===== src/rtl/register_file_mp.sv =====
// Multi-read-port register file with optional hardwired zero register, write-through
// bypass, pending-write scoreboard and a post-reset sweep that loads mem[i] = i.
module register_file_mp #(
    parameter int DATA_W   = 32,
    parameter int ADDR_W   = 5,
    parameter int NUM_RD   = 2,
    parameter bit ZERO_REG = 1'b1
) (
    input  logic                       clk,
    input  logic                       rst,
    input  logic                       regWrite,
    input  logic [ADDR_W-1:0]          writeReg,
    input  logic [DATA_W-1:0]          writeData,
    input  logic [NUM_RD*ADDR_W-1:0]   readRegs,
    output logic [NUM_RD*DATA_W-1:0]   readData,
    input  logic                       reserve,
    input  logic [ADDR_W-1:0]          reserveReg,
    output logic [NUM_RD-1:0]          busy,
    output logic                       initDone
);

    localparam int DEPTH = 2 ** ADDR_W;

    typedef enum logic {INIT, READY} state_t;

    state_t              state, nextState;
    logic [ADDR_W-1:0]   ptr;
    logic [DATA_W-1:0]   mem [DEPTH];
    logic [DEPTH-1:0]    pending;
    logic                ready;
    logic                writeEn;
    logic                reserveEn;

    assign ready     = (state == READY);
    assign writeEn   = ready && regWrite && !(ZERO_REG && (writeReg == '0));
    assign reserveEn = ready && reserve && !(ZERO_REG && (reserveReg == '0));
    assign initDone  = ready;

    always_ff @(posedge clk) begin
        if (rst) begin
            state <= INIT;
        end else begin
            state <= nextState;
        end
    end

    always_comb begin
        nextState = state;
        if (state == INIT && (&ptr)) begin
            nextState = READY;
        end
    end

    // The sweep pointer stops on its last value instead of wrapping.
    always_ff @(posedge clk) begin
        if (rst) begin
            ptr <= '0;
        end else if (state == INIT && !(&ptr)) begin
            ptr <= ptr + 1'b1;
        end
    end

    always_ff @(posedge clk) begin
        if (!rst) begin
            if (state == INIT) begin
                mem[ptr] <= DATA_W'(ptr);
            end else if (writeEn) begin
                mem[writeReg] <= writeData;
            end
        end
    end

    // Reserve is applied after the clear so a same-register reserve from a newer instruction wins.
    always_ff @(posedge clk) begin
        if (rst) begin
            pending <= '0;
        end else begin
            if (writeEn) begin
                pending[writeReg] <= 1'b0;
            end
            if (reserveEn) begin
                pending[reserveReg] <= 1'b1;
            end
        end
    end

    for (genvar g = 0; g < NUM_RD; g++) begin : gRead
        logic [ADDR_W-1:0] addr;
        logic              isZero;
        logic              hit;

        assign addr   = readRegs[g*ADDR_W +: ADDR_W];
        assign isZero = ZERO_REG && (addr == '0);
        assign hit    = writeEn && (writeReg == addr);

        assign readData[g*DATA_W +: DATA_W] = (!ready || isZero) ? '0 :
                                              hit ? writeData : mem[addr];
        assign busy[g] = ready && !isZero && pending[addr] && !hit;
    end

endmodule


===== config.mk =====
export PLATFORM = sky130hd
export DESIGN_NAME = register_file_mp
export DESIGN_NICKNAME = d
export VERILOG_FILES = /design/src/rtl/register_file_mp.sv
export SDC_FILE = /design/constraint.sdc
export NUM_CORES = 1
export LEC_CHECK = 0
export CORE_UTILIZATION = 45
export DETAILED_ROUTE_END_ITERATION = 12
export HOLD_SLACK_MARGIN = 0.08
export PLACE_DENSITY = 0.68
export SKIP_CTS_REPAIR_TIMING = 1
export SLEW_MARGIN = 20
export SYNTH_ARGS = -nofsm -noshare
export SYNTH_HDL_FRONTEND = slang
export SYNTH_SLANG_ARGS = --single-unit

===== constraint.sdc =====
create_clock -name clk -period 5.3 [get_ports clk]
set_input_delay 1.06 -clock clk [delete_from_list [all_inputs] [get_ports clk]]
set_output_delay 1.06 -clock clk [all_outputs]
set_load 0.02 [all_outputs]

==> flow_summary.ini <==
[clocking]
cts_htree_levels = 3
cts.sinks = 1062
cts_tree = done
numCtsBuffers = 110
cts.reportedPaths.clkPinSlew_ps = 60
cts.path.max_buffers = 3
cts_root_buf = clkbuf_16
clock_latency_ps = 720

[yosys]
postSynthNetCount = 3187
yosysSeqAreaShare = 0.616
async_reset_ff_frac = 0
synth_edf_count = 1024
synth_cell_types = 57
syn_area_per_cell_um2 = 16.3
postSynthCellCount = 3129
synth_area_mm2 = 0.0511
synth_top_flop_cell = edfxtp_1
yosys_warnings = 0
yosys_register_bits = 1062

[timing]
slew_viol_final = 0
slew_headroom = 0.200
period_minus_slack_ps = 5260
finalHoldViolCount = 0
tightest_slew_ps = 1200
rsz0062_at_grt = false
finalSetupViolations = 0
max_freq_mhz = 190
finalCritPeriodShare = 0.992
clock_skew_ps = 37.8
finalSetupTns_ps = 0
worst_slack_ps = 40.0

[worst_setup_path]
worstPathRequired_ps = 4240
worstPathArrival_ps = 4200
cpLargestDelayFamily = buffers and inverters
path_buf_inv = 2
critPathKind = primary input to output port
critPathMaxFanout = 10
cp_slowest_cell = clkdlybuf4s50_1
crit_chain = clkdlybuf4s50_1 -> or2_1 -> o211a_1 -> and3_2 -> nand3b_4 -> o211ai_1 -> clkdlybuf4s50_1
rr_worst_depth = 6
end_kind = output port
slowest_delay_ps = 710
cpMostUsedCell = clkdlybuf4s50_1
crit_path_start_kind = primary input
crit_cells = 7

[routing]
wl_met1_um = 61100
drt-initial-drc-count = 4182
route.met2.wl_um = 75700
vias = 33141
drt-total-wl_um = 163000
drtPass1Iterations = 5
routed.top_layer = met4
drc = 0
routedWlPerCell_um = 33.1
ant_nets = 0
wl_met3_um = 18000
viasPerCell = 6.73

[finish]
layout-drive-gt1-share = 0.241
nets = 3386
final_cell_mix = 1024 x edfxtp_1, 373 x mux2i_1, 356 x mux4_2
area_delta_synth_final_pct = 15.8
n_antenna_cell = 0
final_common_cell = edfxtp_1
finalInstanceArea_mm2 = 0.0592
layoutNonFillerInstCount = 4921

[power]
powerDensity_mw_per_mm2 = 306
p_sw_mw = 4.19
clkPwrFrac = 0.414
internal-power_mw = 13.9
ir_worst_vdd_uv = 279
pwr-share-comb = 0.080
finalPower_mw = 18.1
p_sw_frac = 0.231
p_seq_frac = 0.506
leakage_nw = 19.0

[die]
die_width_um = 339
start_util = 0.454
rows = 123
boundaryPins = 123
dieHeight_um = 339
core_mm2 = 0.112
die_area_mm2 = 0.115

[min_path]
hold_path.class = register to register
hold_path_depth = 1

[placement]
place_area_mm2 = 0.0557
port_buffers = 122
gp_congestion = 0.855
dp_cells = 4716
hpwl_um = 97200
place_ws_ps = 3.05

[outcome]
status = complete, no violations

[global_routing]
antenna_found_initial = 3
overflow = 0
grt_pass1_vias = 32789
grt_usage = 0.281
grt_pass1_wl_um = 233000
grt_max_degree = 61

[job]
cap_violations = 0
cells by family (layout without fill, tap and decap cells):
family | count (synthesis) | in the layout | share of synthesized area
flops | 1062 | 1062 | 0.616
mux | 737 | 737 | 0.232
compound gates | 597 | 597 | 0.0834
simple gates | 432 | 432 | 0.0397
buf+inv | 286 | 578 | 0.0263
xor+xnor | 13 | 13 | 0.00223
fa+ha+maj | 2 | 2 | 0.000489
final timing paths:
check | startpoint | to | slack [ps]
hold reg to reg | pending[0] | pending[0] | 480
setup / recovery | writeReg[0] | readData[61] | 40
hold / removal | pending[0] | pending[0] | 480
setup reg to reg | initDone | mem[17][9] | 1580
synthesized netlist by cell type, drive strengths merged (2+ instances only):
library cell | instances | area (um2)
nand2b | 6 | 37.5
a31o | 27 | 236
and3b | 2 | 17.5
xor2 | 12 | 105
o211ai | 30 | 225
mux2 | 8 | 90.1
a21oi | 96 | 480
inv | 36 | 135
and3 | 4 | 25.0
o21ai | 147 | 736
mux4 | 356 | 8020
a22oi | 59 | 443
nor2b | 30 | 188
or3 | 2 | 12.5
clkinv | 2 | 7.51
a221oi | 126 | 1100
or2 | 3 | 18.8
ha | 2 | 25.0
nor2 | 58 | 220
a32o | 3 | 30.0
nand2 | 185 | 694
a211oi | 22 | 165
o211a | 11 | 110
nand3 | 61 | 305
o221ai | 15 | 131
edfxtp | 1024 | 30700
dfxtp | 38 | 761
nor3b | 5 | 37.5
and2 | 59 | 369
o22ai | 3 | 18.8
a221o | 45 | 450
buf | 137 | 787
nor3 | 14 | 70.1
a31oi | 4 | 37.5
mux2i | 373 | 3730
clkbuf | 111 | 417
power by group through the flow:
stage	clock network [mW]	registers, mW	logic (mW)
2_1_floorplan	0	9.34	0.883
3_5_place_dp	0	9.35	1.43
5_1_grt	7.87	9.17	1.51
6_report	7.50	9.17	1.45
3_3_place_gp	0	9.35	1.43
4_1_cts	7.54	9.17	1.43
through the flow:
stage          hold slack [ps]   util
5_1_grt                    510  0.526
3_5_place_dp               476  0.495
6_report                   483  0.526
2_1_floorplan              455      -
4_1_cts                    485  0.526
3_3_place_gp               468  0.495
area by class of cell:
type                            instances  area, um2
Clock inverter                         71        586
Clock buffer                          134       2870
Inverter                               38        144
Timing Repair Buffer                  335       3620
Sequential cell                      1062      31500
Multi-Input combinational cell       1781      18600
Tap cell                             1500       1880
Fill cell                            8875      53300
per-layer routing:
| metal | vias to the layer above | track usage |
|---|---|---|
| met5 | - | 0 |
| met4 | 0 | 0.135 |
| met3 | 436 | 0.0566 |
| met2 | 2152 | 0.440 |
| met1 | 17153 | 0.378 |
| li1 | 13400 | - |
registers in the layout, indices dropped and copies added (netlist names):
signal	cells
mem	1024
ptr	5
pending	32
initDone	1
worst reg2reg max path, cell delays in order, from the launching register on:
cell and delay (ps):
dfxtp_1 650, o2111a_2 490, buf_4 620, nor3b_1 130
a31oi_2 930, nor2_4 370, buf_12 290
Power figures use the tool's default switching activity.
==> edit (same flow settings) <==
Reset style: asynchronous (`rst`), changed in 3 clocked blocks.
--- a/src/rtl/register_file_mp.sv
+++ b/src/rtl/register_file_mp.sv
@@ -38,3 +38,3 @@
 
-    always_ff @(posedge clk) begin
+    always_ff @(posedge clk or posedge rst) begin
         if (rst) begin
@@ -54,3 +54,3 @@
     // The sweep pointer stops on its last value instead of wrapping.
-    always_ff @(posedge clk) begin
+    always_ff @(posedge clk or posedge rst) begin
         if (rst) begin
@@ -73,3 +73,3 @@
     // Reserve is applied after the clear so a same-register reserve from a newer instruction wins.
-    always_ff @(posedge clk) begin
+    always_ff @(posedge clk or posedge rst) begin
         if (rst) begin
Check against the original RTL: no difference found for any inputs over 4 cycles, from zero or initial values and one cycle with rst high; that may be too few to reach the edited logic, so the function may still have changed.
==> edit against the unedited design <==
Total power up 4.2%. Synthesized cell count decreased by 7.4%. Hold slack lost 0.053 ns. Critical path depth rose by 2. Worst setup slack lost 0.017 ns. Area after synthesis decreased by 0.27%. Count of clock-buffer cells in the layout down 4. Sequential power is 0.8% higher. Clock skew shrank 0.016 ns. Design area is 0.32% lower. Sequential cell count unchanged. Wire length is 2.3% higher. Critical path type unchanged. Critical endpoint is now readData[51].
==> edit: results (changes against the unedited design) <==
relative slew slack 23.1% (+3.1 points); cell count after synthesis 2,898 (-7.4%); Fill cells 8,854 (-0.24%); detailed-route wire length 167 mm (+2.3%); R2R depth 7 (+1); area occupied by registers 31,700 sq um (+0.60%); worst clock skew 0.0220 ns (-0.0158 ns); Synth top cells by count edfxtp_1, mux4_2, mux2i_1; Syn Nets 2,956 (-7.2%); clkbuf count 130 (-3.0%); fraction of layout cells with a size suffix above 1 26.1% (+2.0 points); met2 Use GR 44.1% (+0.094 points); gr usage total 28.6% (+0.46 points); Arr. time, crit path 4.22 ns (+0.02 ns); hold_ws 0.430 ns (-0.0530 ns); Hold Path Sink pending[0]$_DFF_PP0_; worst-path fanout max 23 (+13); RR Endpoint mem[3][4]$_DFFE_PP_; largest net degree at the start of global routing 101 (+66%); status finished clean; Ant. Diodes 2 (+2); post-synthesis mux area share 24.1% (+0.97 points); r2r setup slk 1.22 ns (-0.36 ns); GR Util met1 38.7% (+0.94 points); Synth Area in Adders 0.0491% (+0.00013 points); Setup crit end readData[51]; compound-gate portion of the synthesized area 8.37% (+0.030 points); initial antenna violation count 6 (+3)
## edit: through the flow
stage                     std cells  setup WS (ns)  utilization, %
after global routing           4700         0.0274            52.5
final                          4702         0.0227            52.5
after detailed placement       4493        -0.0586            49.2
after floorplan                2898           1.16               -
after global placement         4493         0.0852            49.2
after CTS                      4694        -0.0708            52.4
## edit: worst register-to-register path, stage by stage (launching register included)
cell and delay (ns):
dfrtp_1 0.62, nand2_1 0.27, a211oi_4 0.84, buf_4 0.33, a31oi_2 0.11, buf_4 0.23, nor2_4 0.90, buf_4 0.46
## edit: where the power goes
part / internal (uW) / switching [uW] / leakage (uW) / total, uW
Combinational: 727 / 1120 / 0.00784 / 1850
Sequential: 9220 / 27.4 / 0.0113 / 9240
Clock: 4530 / 3280 / 0.00176 / 7800
Total: 14500 / 4430 / 0.0209 / 18900
## edit: layer usage
layer  vias up  wire (um)
li1      12800          -
met1     17100      60700
met2      2446      76000
met3       453      23200
met4         6       6850
met5         -         41
